File: src/rtl/riscv_pkg.sv
// ---------------------------------------------------------------------------
// riscv_pkg
// Shared definitions for the multicycle RISC-V control unit:
//   - state encodings for the main control FSM (4-bit, also driven out as
//     the debug State output)
//   - the opcode constants the FSM decodes
//   - 2-bit encodings of the datapath mux selects and the ALU decoder mode
//   - a packed bundle of every control output, and an opcode classifier
// ---------------------------------------------------------------------------
package riscv_pkg;

   localparam int STATE_W = 4;

   // Main FSM states
   localparam logic [STATE_W-1:0] S_FETCH    = 4'd0;
   localparam logic [STATE_W-1:0] S_DECODE   = 4'd1;
   localparam logic [STATE_W-1:0] S_MEMADR   = 4'd2;
   localparam logic [STATE_W-1:0] S_MEMREAD  = 4'd3;
   localparam logic [STATE_W-1:0] S_MEMWB    = 4'd4;
   localparam logic [STATE_W-1:0] S_MEMWRITE = 4'd5;
   localparam logic [STATE_W-1:0] S_EXECUTER = 4'd6;
   localparam logic [STATE_W-1:0] S_EXECUTEI = 4'd7;
   localparam logic [STATE_W-1:0] S_ALUWB    = 4'd8;
   localparam logic [STATE_W-1:0] S_BEQ      = 4'd9;
   localparam logic [STATE_W-1:0] S_JAL      = 4'd10;
   localparam logic [STATE_W-1:0] S_LUI      = 4'd11;
   localparam logic [STATE_W-1:0] S_TRAP     = 4'd12;

   // Opcodes (instr[6:0])
   localparam logic [6:0] OP_LOAD   = 7'b0000011;
   localparam logic [6:0] OP_STORE  = 7'b0100011;
   localparam logic [6:0] OP_RTYPE  = 7'b0110011;
   localparam logic [6:0] OP_ITYPE  = 7'b0010011;
   localparam logic [6:0] OP_BRANCH = 7'b1100011;
   localparam logic [6:0] OP_JAL    = 7'b1101111;
   localparam logic [6:0] OP_LUI    = 7'b0110111;

   // ALU operand A select
   localparam logic [1:0] SRCA_PC    = 2'b00;
   localparam logic [1:0] SRCA_OLDPC = 2'b01;
   localparam logic [1:0] SRCA_RS1   = 2'b10;
   localparam logic [1:0] SRCA_ZERO  = 2'b11;

   // ALU operand B select
   localparam logic [1:0] SRCB_RS2  = 2'b00;
   localparam logic [1:0] SRCB_IMM  = 2'b01;
   localparam logic [1:0] SRCB_FOUR = 2'b10;

   // ALU decoder mode
   localparam logic [1:0] ALUOP_ADD   = 2'b00;
   localparam logic [1:0] ALUOP_SUB   = 2'b01;
   localparam logic [1:0] ALUOP_FUNCT = 2'b10;

   // Result bus select
   localparam logic [1:0] RES_ALUOUT = 2'b00;
   localparam logic [1:0] RES_DATA   = 2'b01;
   localparam logic [1:0] RES_ALURES = 2'b10;

   // Every control output of the FSM in one bundle
   typedef struct packed {
      logic       Branch;
      logic       PCUpdate;
      logic       RegWrite;
      logic       MemWrite;
      logic       IRWrite;
      logic       AdrSrc;
      logic [1:0] ResultSrc;
      logic [1:0] ALUSrcA;
      logic [1:0] ALUSrcB;
      logic [1:0] ALUOp;
   } ctrl_t;

   localparam ctrl_t CTRL_IDLE = '0;

   // Instruction classes recognised in DECODE
   typedef enum logic [2:0] {
      OPC_LOAD,
      OPC_STORE,
      OPC_RTYPE,
      OPC_ITYPE,
      OPC_BRANCH,
      OPC_JAL,
      OPC_LUI,
      OPC_OTHER
   } opclass_e;

   function automatic opclass_e classify_op(input logic [6:0] op);
      case (op)
         OP_LOAD:   return OPC_LOAD;
         OP_STORE:  return OPC_STORE;
         OP_RTYPE:  return OPC_RTYPE;
         OP_ITYPE:  return OPC_ITYPE;
         OP_BRANCH: return OPC_BRANCH;
         OP_JAL:    return OPC_JAL;
         OP_LUI:    return OPC_LUI;
         default:   return OPC_OTHER;
      endcase
   endfunction

endpackage

File: src/rtl/main_fsm_if.sv
// ---------------------------------------------------------------------------
// main_fsm_if
// Bundle between the main control FSM and the multicycle datapath.
//   op        : opcode field of the instruction register   (datapath -> FSM)
//   MemReady  : memory accepts/returns an access this cycle (datapath -> FSM)
//   Branch, PCUpdate, RegWrite, MemWrite, IRWrite, AdrSrc : strobes/selects
//   ResultSrc, ALUSrcA, ALUSrcB, ALUOp                     : 2-bit selects
//   Illegal   : sticky unimplemented-opcode flag
//   State     : current FSM state, for debug
// Modports: master = the FSM, slave = the datapath side.
// ---------------------------------------------------------------------------
interface main_fsm_if;
   import riscv_pkg::*;

   logic [6:0]         op;
   logic               MemReady;
   logic               Branch;
   logic               PCUpdate;
   logic               RegWrite;
   logic               MemWrite;
   logic               IRWrite;
   logic               AdrSrc;
   logic [1:0]         ResultSrc;
   logic [1:0]         ALUSrcA;
   logic [1:0]         ALUSrcB;
   logic [1:0]         ALUOp;
   logic               Illegal;
   logic [STATE_W-1:0] State;

   modport master (
      input  op, MemReady,
      output Branch, PCUpdate, RegWrite, MemWrite, IRWrite, AdrSrc,
             ResultSrc, ALUSrcA, ALUSrcB, ALUOp, Illegal, State
   );

   modport slave (
      output op, MemReady,
      input  Branch, PCUpdate, RegWrite, MemWrite, IRWrite, AdrSrc,
             ResultSrc, ALUSrcA, ALUSrcB, ALUOp, Illegal, State
   );

endinterface

File: src/rtl/main_fsm.sv
// ---------------------------------------------------------------------------
// main_fsm
// Moore control FSM of a multicycle RISC-V (RV32I subset) core: fetch,
// decode, then a per-class execute path (load, store, R/I ALU ops, beq,
// jal, lui).  Unimplemented opcodes park the FSM in TRAP with a sticky
// Illegal flag until reset.
//
// Parameters
//   USE_READY : 1 = FETCH/MEMREAD/MEMWRITE stall on MemReady,
//               0 = MemReady ignored (memory always ready)
//   EN_LUI    : 1 = lui decoded, 0 = lui treated as illegal
// Ports
//   clk       : clock, rising edge
//   reset_n   : asynchronous active-low reset
//   bus       : main_fsm_if.master (op/MemReady in, control outputs out)
// ---------------------------------------------------------------------------
module main_fsm
   import riscv_pkg::*;
#(
   parameter bit USE_READY = 1'b1,
   parameter bit EN_LUI    = 1'b1
) (
   input  logic          clk,
   input  logic          reset_n,
   main_fsm_if.master    bus
);

   logic [STATE_W-1:0] state_q, state_d;
   logic               illegal_q, illegal_d;
   logic               ready;
   ctrl_t              ctrl;

   assign ready = USE_READY ? bus.MemReady : 1'b1;

   // Next-state logic
   always_comb begin
      state_d = state_q;
      case (state_q)
         S_FETCH:    if (ready) state_d = S_DECODE;
         S_DECODE: begin
            case (classify_op(bus.op))
               OPC_LOAD,
               OPC_STORE:  state_d = S_MEMADR;
               OPC_RTYPE:  state_d = S_EXECUTER;
               OPC_ITYPE:  state_d = S_EXECUTEI;
               OPC_BRANCH: state_d = S_BEQ;
               OPC_JAL:    state_d = S_JAL;
               OPC_LUI:    state_d = EN_LUI ? S_LUI : S_TRAP;
               default:    state_d = S_TRAP;
            endcase
         end
         S_MEMADR:   state_d = (bus.op == OP_LOAD) ? S_MEMREAD : S_MEMWRITE;
         S_MEMREAD:  if (ready) state_d = S_MEMWB;
         S_MEMWB:    state_d = S_FETCH;
         S_MEMWRITE: if (ready) state_d = S_FETCH;
         S_EXECUTER: state_d = S_ALUWB;
         S_EXECUTEI: state_d = S_ALUWB;
         S_ALUWB:    state_d = S_FETCH;
         S_BEQ:      state_d = S_FETCH;
         S_JAL:      state_d = S_ALUWB;
         S_LUI:      state_d = S_ALUWB;
         S_TRAP:     state_d = S_TRAP;
         // Unused encodings can only come from an upset; treat as a fault.
         default:    state_d = S_TRAP;
      endcase
   end

   // Illegal is set on the same edge that enters TRAP and only reset clears it.
   assign illegal_d = illegal_q | (state_d == S_TRAP);

   // State register
   always_ff @(posedge clk or negedge reset_n) begin
      if (!reset_n) begin
         state_q   <= S_FETCH;
         illegal_q <= 1'b0;
      end else begin
         state_q   <= state_d;
         illegal_q <= illegal_d;
      end
   end

   // Output decode: every field defaults to 0, states override what they use.
   always_comb begin
      ctrl = CTRL_IDLE;
      case (state_q)
         S_FETCH: begin
            ctrl.AdrSrc    = 1'b0;
            ctrl.ALUSrcA   = SRCA_PC;
            ctrl.ALUSrcB   = SRCB_FOUR;
            ctrl.ALUOp     = ALUOP_ADD;
            ctrl.ResultSrc = RES_ALURES;
            // Only latch the instruction / bump the PC when memory delivers.
            ctrl.IRWrite   = ready;
            ctrl.PCUpdate  = ready;
         end
         S_DECODE: begin
            ctrl.ALUSrcA = SRCA_OLDPC;
            ctrl.ALUSrcB = SRCB_IMM;
            ctrl.ALUOp   = ALUOP_ADD;
         end
         S_MEMADR: begin
            ctrl.ALUSrcA = SRCA_RS1;
            ctrl.ALUSrcB = SRCB_IMM;
            ctrl.ALUOp   = ALUOP_ADD;
         end
         S_MEMREAD: begin
            ctrl.AdrSrc    = 1'b1;
            ctrl.ResultSrc = RES_ALUOUT;
         end
         S_MEMWB: begin
            ctrl.ResultSrc = RES_DATA;
            ctrl.RegWrite  = 1'b1;
         end
         S_MEMWRITE: begin
            ctrl.AdrSrc    = 1'b1;
            ctrl.ResultSrc = RES_ALUOUT;
            ctrl.MemWrite  = 1'b1;
         end
         S_EXECUTER: begin
            ctrl.ALUSrcA = SRCA_RS1;
            ctrl.ALUSrcB = SRCB_RS2;
            ctrl.ALUOp   = ALUOP_FUNCT;
         end
         S_EXECUTEI: begin
            ctrl.ALUSrcA = SRCA_RS1;
            ctrl.ALUSrcB = SRCB_IMM;
            ctrl.ALUOp   = ALUOP_FUNCT;
         end
         S_ALUWB: begin
            ctrl.ResultSrc = RES_ALUOUT;
            ctrl.RegWrite  = 1'b1;
         end
         S_BEQ: begin
            ctrl.ALUSrcA   = SRCA_RS1;
            ctrl.ALUSrcB   = SRCB_RS2;
            ctrl.ALUOp     = ALUOP_SUB;
            ctrl.ResultSrc = RES_ALUOUT;
            ctrl.Branch    = 1'b1;
         end
         S_JAL: begin
            ctrl.ALUSrcA   = SRCA_OLDPC;
            ctrl.ALUSrcB   = SRCB_FOUR;
            ctrl.ALUOp     = ALUOP_ADD;
            ctrl.ResultSrc = RES_ALUOUT;
            ctrl.PCUpdate  = 1'b1;
         end
         S_LUI: begin
            // rd = 0 + imm: operand A forced to zero.
            ctrl.ALUSrcA = SRCA_ZERO;
            ctrl.ALUSrcB = SRCB_IMM;
            ctrl.ALUOp   = ALUOP_ADD;
         end
         default: ctrl = CTRL_IDLE;
      endcase
   end

   assign bus.Branch    = ctrl.Branch;
   assign bus.PCUpdate  = ctrl.PCUpdate;
   assign bus.RegWrite  = ctrl.RegWrite;
   assign bus.MemWrite  = ctrl.MemWrite;
   assign bus.IRWrite   = ctrl.IRWrite;
   assign bus.AdrSrc    = ctrl.AdrSrc;
   assign bus.ResultSrc = ctrl.ResultSrc;
   assign bus.ALUSrcA   = ctrl.ALUSrcA;
   assign bus.ALUSrcB   = ctrl.ALUSrcB;
   assign bus.ALUOp     = ctrl.ALUOp;
   assign bus.Illegal   = illegal_q;
   assign bus.State     = state_q;

endmodule
File: src/flat_wrapper.sv
// flat-port wrapper written by rule: the top's interface ports become plain ports
module main_fsm_flat import riscv_pkg::*;
#(
   parameter bit USE_READY = 1'b1,
   parameter bit EN_LUI    = 1'b1
)
  (clk, reset_n, bus_op, bus_MemReady, bus_Branch, bus_PCUpdate, bus_RegWrite, bus_MemWrite, bus_IRWrite, bus_AdrSrc, bus_ResultSrc, bus_ALUSrcA, bus_ALUSrcB, bus_ALUOp, bus_Illegal, bus_State);
  main_fsm_if bus_i ();
  input  logic clk;
  input  logic reset_n;
  input wire logic [$bits(bus_i.op)-1:0] bus_op;
  input wire logic [$bits(bus_i.MemReady)-1:0] bus_MemReady;
  output wire logic [$bits(bus_i.Branch)-1:0] bus_Branch;
  output wire logic [$bits(bus_i.PCUpdate)-1:0] bus_PCUpdate;
  output wire logic [$bits(bus_i.RegWrite)-1:0] bus_RegWrite;
  output wire logic [$bits(bus_i.MemWrite)-1:0] bus_MemWrite;
  output wire logic [$bits(bus_i.IRWrite)-1:0] bus_IRWrite;
  output wire logic [$bits(bus_i.AdrSrc)-1:0] bus_AdrSrc;
  output wire logic [$bits(bus_i.ResultSrc)-1:0] bus_ResultSrc;
  output wire logic [$bits(bus_i.ALUSrcA)-1:0] bus_ALUSrcA;
  output wire logic [$bits(bus_i.ALUSrcB)-1:0] bus_ALUSrcB;
  output wire logic [$bits(bus_i.ALUOp)-1:0] bus_ALUOp;
  output wire logic [$bits(bus_i.Illegal)-1:0] bus_Illegal;
  output wire logic [$bits(bus_i.State)-1:0] bus_State;
  assign bus_i.op = bus_op;
  assign bus_i.MemReady = bus_MemReady;
  assign bus_Branch = bus_i.Branch;
  assign bus_PCUpdate = bus_i.PCUpdate;
  assign bus_RegWrite = bus_i.RegWrite;
  assign bus_MemWrite = bus_i.MemWrite;
  assign bus_IRWrite = bus_i.IRWrite;
  assign bus_AdrSrc = bus_i.AdrSrc;
  assign bus_ResultSrc = bus_i.ResultSrc;
  assign bus_ALUSrcA = bus_i.ALUSrcA;
  assign bus_ALUSrcB = bus_i.ALUSrcB;
  assign bus_ALUOp = bus_i.ALUOp;
  assign bus_Illegal = bus_i.Illegal;
  assign bus_State = bus_i.State;
  main_fsm #(.USE_READY(USE_READY), .EN_LUI(EN_LUI)) u_core (.clk(clk), .reset_n(reset_n), .bus(bus_i));
endmodule
File: config.mk
export PLATFORM = sky130hd
export DESIGN_NAME = main_fsm_flat
export DESIGN_NICKNAME = d
export VERILOG_FILES = /design/src/rtl/riscv_pkg.sv /design/src/rtl/main_fsm_if.sv /design/src/rtl/main_fsm.sv /design/src/flat_wrapper.sv
export SDC_FILE = /design/constraint.sdc
export NUM_CORES = 1
export LEC_CHECK = 0
export BUFFER_PORTS_ARGS = -buffer_cell sky130_fd_sc_hd__buf_2
export CORE_UTILIZATION = 25
export DETAILED_ROUTE_END_ITERATION = 16
export SYNTH_ARGS = -nofsm -noshare
export SYNTH_HDL_FRONTEND = slang
export SYNTH_SLANG_ARGS = --single-unit
File: constraint.sdc
create_clock -name clk -period 2.2 [get_ports clk]
set_input_delay 0.33 -clock clk [delete_from_list [all_inputs] [get_ports clk]]
set_output_delay 0.33 -clock clk [all_outputs]
set_load 0.03 [all_outputs]
# Word-level counts from Yosys, hierarchy flattened
# Cells that the tools add are included.
dict set report totals {
  register_bits 5
  input_bits 10
  out_inout_bits 19
  wordCells 51
}
dict set report classes {
  eq_ne 25
  mux 16
  bitwise_logic 1
  n_reduce_logical 7
}
# cell count
set op_table {}
lappend op_table {{$pmux 6 s8} 1}
lappend op_table {{$pmux 4 s7} 1}
lappend op_table {{$pmux 4 s6} 1}
lappend op_table {{$eq 7x6->1 const B} 3}
lappend op_table {{$pmux 3 s7} 1}
lappend op_table {{$eq 4x4->1 const B} 5}
lappend op_table {{$eq 4x3->1 const B} 4}
lappend op_table {{$eq 7x7->1 const B} 2}
lappend op_table {{$mux 4} 3}
lappend op_table {{$eq 3x3->1 const B} 3}
lappend op_table {{$eq 4x2->1 const B} 2}
lappend op_table {{$eq 7x2->1 const B} 1}
lappend op_table {{$eq 7x5->1 const B} 1}
lappend op_table {{$eq 3x2->1 const B} 2}
lappend op_table {{$mux 3} 2}
lappend op_table {{$reduce_or 2->1} 3}
lappend op_table {{$mux 1} 5}
lappend op_table {{$eq 4x1->1 const B} 1}
lappend op_table {{$logic_not 4->1} 1}
lappend op_table {{$pmux 2 s2} 1}
lappend op_table {{$reduce_or 4->1} 1}
lappend op_table {{$eq 3x1->1 const B} 1}
lappend op_table {{$logic_not 3->1} 1}
lappend op_table {{$reduce_or 3->1} 1}
lappend op_table {{other kinds (2)} 2}

# Depth between registers and ports, before layout
# Gate-level depths: netlist of the first run.
dict set report logic_depth {
  ltp_word 9
  mapped_depth 6
  mapped_depth_nobuf 5
}

# Least setup slack after synthesis of the first run
# No wires, ideal clock.
dict set report synth_timing {
  path_type {reg-to-output}
  start {reg u_core.state_q[1] (netlist: u_core.bus.State[1])}
  end {out bus_IRWrite}
  arrival_ns 2.297
  required_ns 1.870
  setup_slack_ns -0.427
  stages_incl_launch_ff 5
  n_path_buf 2
  cell_sequence {dfrtp_1 > clkbuf_1 > clkbuf_1 > nor4_1 > and2_1}
}
dict set report synth_via {
  elab_chain_cells 2
}
# item line_no
set synth_rtl {}
lappend synth_rtl {{start, declared} main_fsm.sv:28} ;# logic [STATE_W-1:0] state_q, state_d;
lappend synth_rtl {{start signal, assigned} main_fsm.sv:77} ;# state_q <= state_d;
lappend synth_rtl {{$logic_not 4->1} main_fsm.sv:85} ;# case (state_q)
lappend synth_rtl {{$mux 1} main_fsm.sv:85}
lappend synth_rtl {{end, declared} flat_wrapper.sv:17} ;# output wire logic [$bits(bus_i.IRWrite)-1:0] bus_IRWrite;
# Every way passes these cells.

# Worst setup path in the final report of the first run
dict set report layout_timing {
  start {reg u_core.state_q[3] (netlist: u_core.bus.State[3])}
  end {out bus_RegWrite}
}
dict set report layout_via {
  elab_chain_cells 3
}
# item line_no
set layout_rtl {}
lappend layout_rtl {{$eq 4x4->1 or $eq 4x3->1 (tied branches)} main_fsm.sv:85}
lappend layout_rtl {{$reduce_or 2->1 (no source line) (*)} n/a}
lappend layout_rtl {{$mux 1 (*)} main_fsm.sv:85}
lappend layout_rtl {{end, declared} flat_wrapper.sv:15} ;# output wire logic [$bits(bus_i.RegWrite)-1:0] bus_RegWrite;
# Mark *: on every way between the ends. The rest lies on a longest branch, timed or not.

==> run_results.csv, run 1 <==
group,metric,value,unit
outcome,outcome,"complete, no violations",
logic_synthesis,syn-num-nets,95,
timing,tns,0,ps
worst_hold_path,hp-class,"input pin to async pin",
place,dp_hpwl,1210,µm
clock_network,clk_path_buf_depth,2,
drt,vias,706,
global_route,antenna_found_initial,0,
setup_path,path_cells,"nand2_1 -> a211oi_1 -> buf_2",
timing,slew_headroom,0.6403,
logic_synthesis,async_reset_ff_frac,1.000,
logic_synthesis,syn_avg_cell_area,6.653,µm²
timing,final_hold_viol_count,0,
finish,area_delta_synth_final,38.27,%
global_route,grt_pass1_vias,618,
finish,fill_cells,242,
power,leakagePower,0.3708,nW
floorplan,dieArea,0.002456,mm²
place,dp_cells,137,
setup_path,rrSetupSlack,540,ps
drt,wl_per_cell,10.87,µm
drt,avgViaCountPerCell,4.972,
finish,postLayoutCoreUtil,0.3830,
logic_synthesis,ys_warn_count,0,
power,power_switching,530.3,µW
clock_network,cts_made_buffers,3,
finish,antenna_cells,0,
clock_network,numClockSinks,5,
timing,whs,429.1,ps
power,p_per_area,1167,mW/mm²
finish,drive_above_1_share,0.3391,
power,sw_frac_of_total,0.5809,
floorplan,rows,16,
floorplan,ios,29,
finish,final_nets,126,
power,clkPwrFrac,0.116,
drt,first_iter_violations,8,
drt,wl,1544,µm
finish,fin_area,782.0,µm²
setup_path,slowest_stage,"dfrtp_1",
finish,final_cell_mix,"buf_2 (28), nor2_1 (10), o21ai_0 (8)",
floorplan,die_w,49.56,µm
logic_synthesis,ys_seq_area_frac,0.2212,
setup_path,crit_path_end_kind,"output port",
setup_path,r2r_start,"u_core.bus.State[1]$_DFF_PN0_",
setup_path,critPathKind,"flip-flop to output port",
timing,drv_slew,0,
logic_synthesis,syn-cell-area,565.5,µm²
timing,timing.final.crit_share,0.8768,
timing,setup_viol,0,
global_route,grt_usage,0.1357,
drt,dr.pass1.iters,4,
clock_network,htree_levels,1,
place,placed_area,745.7,µm²
floorplan,start_util,0.2770,
drt,drtAntennaViolNets,0,
global_route,grt_max_degree,19,
place,io_buffers,28,
drt,drc,0,
global_route,grt_pass1_wl,2663,µm
setup_path,start_kind,"flip-flop",
clock_network,postCtsSetupBuffers,0,
power,pwr-share-seq,0.175,
finish,fin_cells,142,
timing,fin_crit,1929,ps
power,comb_power_share,0.708,
floorplan,die_y,49.56,µm
setup_path,cpPeakStageDelay,670,ps
clock_network,cts_tree,"yes",
timing,fmax,518.4,MHz
setup_path,r2r-end,"u_core.bus.Illegal$_DFF_PN0_",
global_route,gr-total-overflow,0,
power,p_total,912.9,µW
place,place_congestion,0.7253,
timing,timing.final.ws_setup,271.0,ps
setup_path,critPathLaunch,"u_core.bus.State[3]$_DFF_PN0_",
power,internal_power,382.6,µW
setup_path,arrival,1600,ps
place,preCtsSetupSlack,308.5,ps
clock_network,clock_latency,240,ps
setup_path,cp.required,1870,ps
clock_network,clk_pin_slew,50,ps
finish,final_common_cell,"buf_2",
setup_path,r2r_cells,5,
power,ir_drop,0.0004970,V
logic_synthesis,synth_ff_type,"dfrtp_1",
setup_path,crit_end,"bus_RegWrite",
setup_path,path_max_fanout,18,
logic_synthesis,synthCells,85,
timing,finClkSkew,3.462,ps
logic_synthesis,synth_seq_cells,5,
run,cap_viol_max_count,0,
timing,worst_pin_slew,539.5,ps
logic_synthesis,synth_edf_count,0,
timing,rsz0062_at_grt,"false",
clock_network,cts.root.buffer_cell,"clkbuf_4",
logic_synthesis,yosys.cell_types.count,30,
floorplan,coreArea,0.002042,mm²
## final cells by class
cell class / instances / area [µm²] / area share
flip-flops and latches: 5 / 125.1 / 0.1600
inverters: 5 / 18.77 / 0.02400
repair buffers: 32 / 172.7 / 0.2208
well taps: 27 / 33.78 / 0.04320
multi-input cells: 69 / 405.4 / 0.5184
clock buffers: 4 / 26.28 / 0.03360
## synth_stat cells, drive strengths merged, types with 2 or more instances
| cell | number | area (µm²) |
|---|---|---|
| a31oi | 2 | 12.51 |
| nor3 | 5 | 25.02 |
| o21ai | 10 | 50.04 |
| nand3 | 3 | 15.01 |
| inv | 5 | 18.77 |
| xor2 | 2 | 17.52 |
| clkbuf | 5 | 18.77 |
| dfrtp | 5 | 125.1 |
| o221ai | 2 | 17.52 |
| nor2 | 10 | 37.54 |
| or3 | 4 | 26.28 |
| nand2b | 2 | 12.51 |
| a211o | 2 | 20.02 |
| nand2 | 7 | 26.28 |
| a211oi | 3 | 27.52 |
| a21oi | 7 | 35.03 |
## power groups by stage
stage	Clock [mW]	Combinational [mW]	Sequential (mW)
2_1_floorplan	0	0.449	0.180
3_3_place_gp	0	0.645	0.161
3_5_place_dp	0	0.649	0.162
4_1_cts	0.110	0.651	0.161
5_1_grt	0.114	0.702	0.166
6_report	0.106	0.647	0.160
## cell families (layout without fill, tap and decap cells)
kind of cell / after synthesis / in the layout / share of synthesized area
AOI/OAI and AO/OA: 28 / 28 / 0.3208
xor gates and xnor gates: 3 / 3 / 0.04647
buffers and inverters: 11 / 41 / 0.07301
DFF: 5 / 5 / 0.2212
and+or+nand+nor: 38 / 38 / 0.3385
## metal layers
| layer | vias up | share of wire | GRT usage | wire [µm] |
|---|---|---|---|---|
| met5 | - | 0 | 0 | 0 |
| met4 | 0 | 0 | 0.04286 | 0 |
| met3 | 0 | 0.058 | 0.02160 | 90 |
| met2 | 25 | 0.46 | 0.2185 | 710 |
| met1 | 312 | 0.48 | 0.1832 | 744 |
| li1 | 369 | - | - | - |
## critical path, delay by kind of cell, from the launching register on
kind                   cells  cell delay, ps
DFF                        1             670
AOI/OAI and AO/OA          1             260
buffers and inverters      1             230
and+or+nand+nor            1             200
## worst min path at each step
stage / endpoint / cells past startpoint
after floorplan: u_core.bus.Illegal$_DFF_PN0_ / 0
after global placement: u_core.bus.State[0]$_DFF_PN0_ / 1
after detailed placement: u_core.bus.State[0]$_DFF_PN0_ / 1
after CTS: u_core.bus.State[0]$_DFF_PN0_ / 2
after global routing: u_core.bus.State[0]$_DFF_PN0_ / 2
final: u_core.bus.State[3]$_DFF_PN0_ / 2
## timing repair
item                      4_1_cts  5_1_grt
gates resized for setup         0        0
hold endpoints to repair        5        0
hold buffers                    1        0
## flip-flops by register name, indices dropped and copies added, names as in the netlist
register and cells:
u_core.bus.Illegal 1, u_core.bus.State 4
Power figures use the tool's default switching activity.
==> run 2: changes to the inputs <==
- PLACE_DENSITY: not set -> 0.52
==> run 2 against run 1 <==
Net effect: final cell count is the same; combinational power is essentially flat; critical path type unchanged; first-iteration DRC count grew 25%; worst hold slack gained 5.3 ps; clock skew is essentially flat; largest cell class unchanged; setup slack lost 16 ps; fmax shrank 0.83%; sequential power is essentially flat; critical endpoint unchanged; routed wire length grew 3.8%; global-route usage grew 0.38 points.
==> run_results.csv, run 2 (same netlist as run 1, synthesis figures left out) <==
group,metric,value,unit
finish,final_nets,126,
drt,wl,1603,µm
worst_hold_path,hp-class,"input pin to async pin",
timing,setup_viol,0,
finish,final_common_cell,"buf_2",
floorplan,start_util,0.2770,
floorplan,rows,16,
setup_path,arrival,1620,ps
place,place_congestion,0.7339,
clock_network,clk_path_buf_depth,2,
drt,drtAntennaViolNets,0,
timing,slew_headroom,0.6247,
place,dp_hpwl,1247,µm
timing,final_hold_viol_count,0,
clock_network,cts.root.buffer_cell,"clkbuf_4",
global_route,grt_max_degree,19,
clock_network,htree_levels,1,
timing,fmax,514.1,MHz
setup_path,rrSetupSlack,550,ps
clock_network,numClockSinks,5,
global_route,antenna_found_initial,0,
setup_path,path_cells,"nand2_1 -> a211oi_1 -> buf_2",
timing,timing.final.crit_share,0.8842,
global_route,grt_pass1_vias,634,
setup_path,critPathLaunch,"u_core.bus.State[3]$_DFF_PN0_",
drt,wl_per_cell,11.29,µm
power,pwr-share-seq,0.179,
finish,drive_above_1_share,0.3391,
setup_path,cp.required,1870,ps
timing,fin_crit,1945,ps
global_route,gr-total-overflow,0,
place,io_buffers,28,
power,power_switching,531.3,µW
clock_network,cts_tree,"yes",
setup_path,critPathKind,"flip-flop to output port",
floorplan,coreArea,0.002042,mm²
power,p_per_area,1168,mW/mm²
finish,fin_area,782.0,µm²
setup_path,start_kind,"flip-flop",
power,ir_drop,0.0003755,V
finish,antenna_cells,0,
clock_network,clk_pin_slew,40,ps
clock_network,clock_latency,230,ps
setup_path,path_max_fanout,18,
floorplan,dieArea,0.002456,mm²
setup_path,crit_path_end_kind,"output port",
outcome,outcome,"complete, no violations",
power,comb_power_share,0.710,
place,placed_area,745.7,µm²
finish,area_delta_synth_final,38.27,%
timing,worst_pin_slew,563.0,ps
clock_network,postCtsSetupBuffers,0,
floorplan,die_y,49.56,µm
global_route,grt_usage,0.1395,
power,sw_frac_of_total,0.5816,
power,internal_power,382.3,µW
power,leakagePower,0.3708,nW
drt,drc,0,
global_route,grt_pass1_wl,2746,µm
drt,avgViaCountPerCell,5.077,
finish,final_cell_mix,"buf_2 (28), nor2_1 (10), o21ai_0 (8)",
timing,whs,434.5,ps
floorplan,ios,29,
timing,tns,0,ps
floorplan,die_w,49.56,µm
finish,postLayoutCoreUtil,0.3830,
timing,drv_slew,0,
setup_path,r2r_cells,4,
finish,largest_register_ffs,4,
drt,first_iter_violations,10,
clock_network,cts_made_buffers,3,
timing,finClkSkew,3.729,ps
setup_path,cpPeakStageDelay,690,ps
drt,dr.pass1.iters,4,
timing,rsz0062_at_grt,"false",
run,cap_viol_max_count,0,
setup_path,slowest_stage,"dfrtp_1",
setup_path,r2r_start,"u_core.bus.State[3]$_DFF_PN0_",
power,clkPwrFrac,0.111,
drt,vias,721,
-- run 2: cell counts in the layout (fill, tap and decap cells not counted) --
Identical to the previous run, type by type.
-- run 2: power by group through the flow --
stage / clock (mW) / combinational (mW) / sequential [mW]
global placement: 0 / 0.650 / 0.166
floorplan: 0 / 0.449 / 0.180
finish: 0.102 / 0.649 / 0.163
CTS: 0.105 / 0.656 / 0.165
detailed placement: 0 / 0.654 / 0.166
global route: 0.115 / 0.709 / 0.172
-- run 2: final timing paths --
kind | endpoint
min in group clk | u_core.bus.State[0]$_DFF_PN0_
min | u_core.bus.State[3]$_DFF_PN0_
max in group asynchronous | u_core.bus.State[0]$_DFF_PN0_
max | bus_RegWrite
max reg2reg | u_core.bus.Illegal$_DFF_PN0_
min reg2reg | u_core.bus.Illegal$_DFF_PN0_
-- run 2: metrics by stage --
stage               instances  worst slack (ps)  power (mW)
floorplan                  85            -35.75      0.6291
global placement          137             322.5      0.8165
detailed placement        137             305.7      0.8201
CTS                       142             224.4      0.9254
global route              142             95.73      0.9962
finish                    142             254.7      0.9136
-- run 2: cell type report --
cell class | instances | area (µm²)
repair buffers | 32 | 172.7
fillers | 236 | 1260
flip-flops and latches | 5 | 125.1
multi-input cells | 69 | 405.4
well taps | 27 | 33.78
inverters | 5 | 18.77
clock buffers | 4 | 26.28
-- run 2: routing by layer --
| metal | up-vias | global-route usage | part of all wire |
|---|---|---|---|
| li1 | 372 | - | - |
| met2 | 22 | 0.2477 | 0.49 |
| met3 | 2 | 0.009259 | 0.042 |
| met4 | 0 | 0.04286 | 0.012 |
| met1 | 325 | 0.1772 | 0.46 |
| met5 | - | 0 | 0 |
-- run 2: timing repair --
action | in CTS | in global routing
gates resized for setup | 0 | 0
endpoints found under the hold margin | 5 | 0
hold buffers | 1 | 0
-- run 2: critical path: cells and delay by family, from the launching register on --
family,cells,cell delay (ps)
AOI/OAI and AO/OA,1,260
buffers and inverters,1,230
DFF,1,690
and+or+nand+nor,1,190
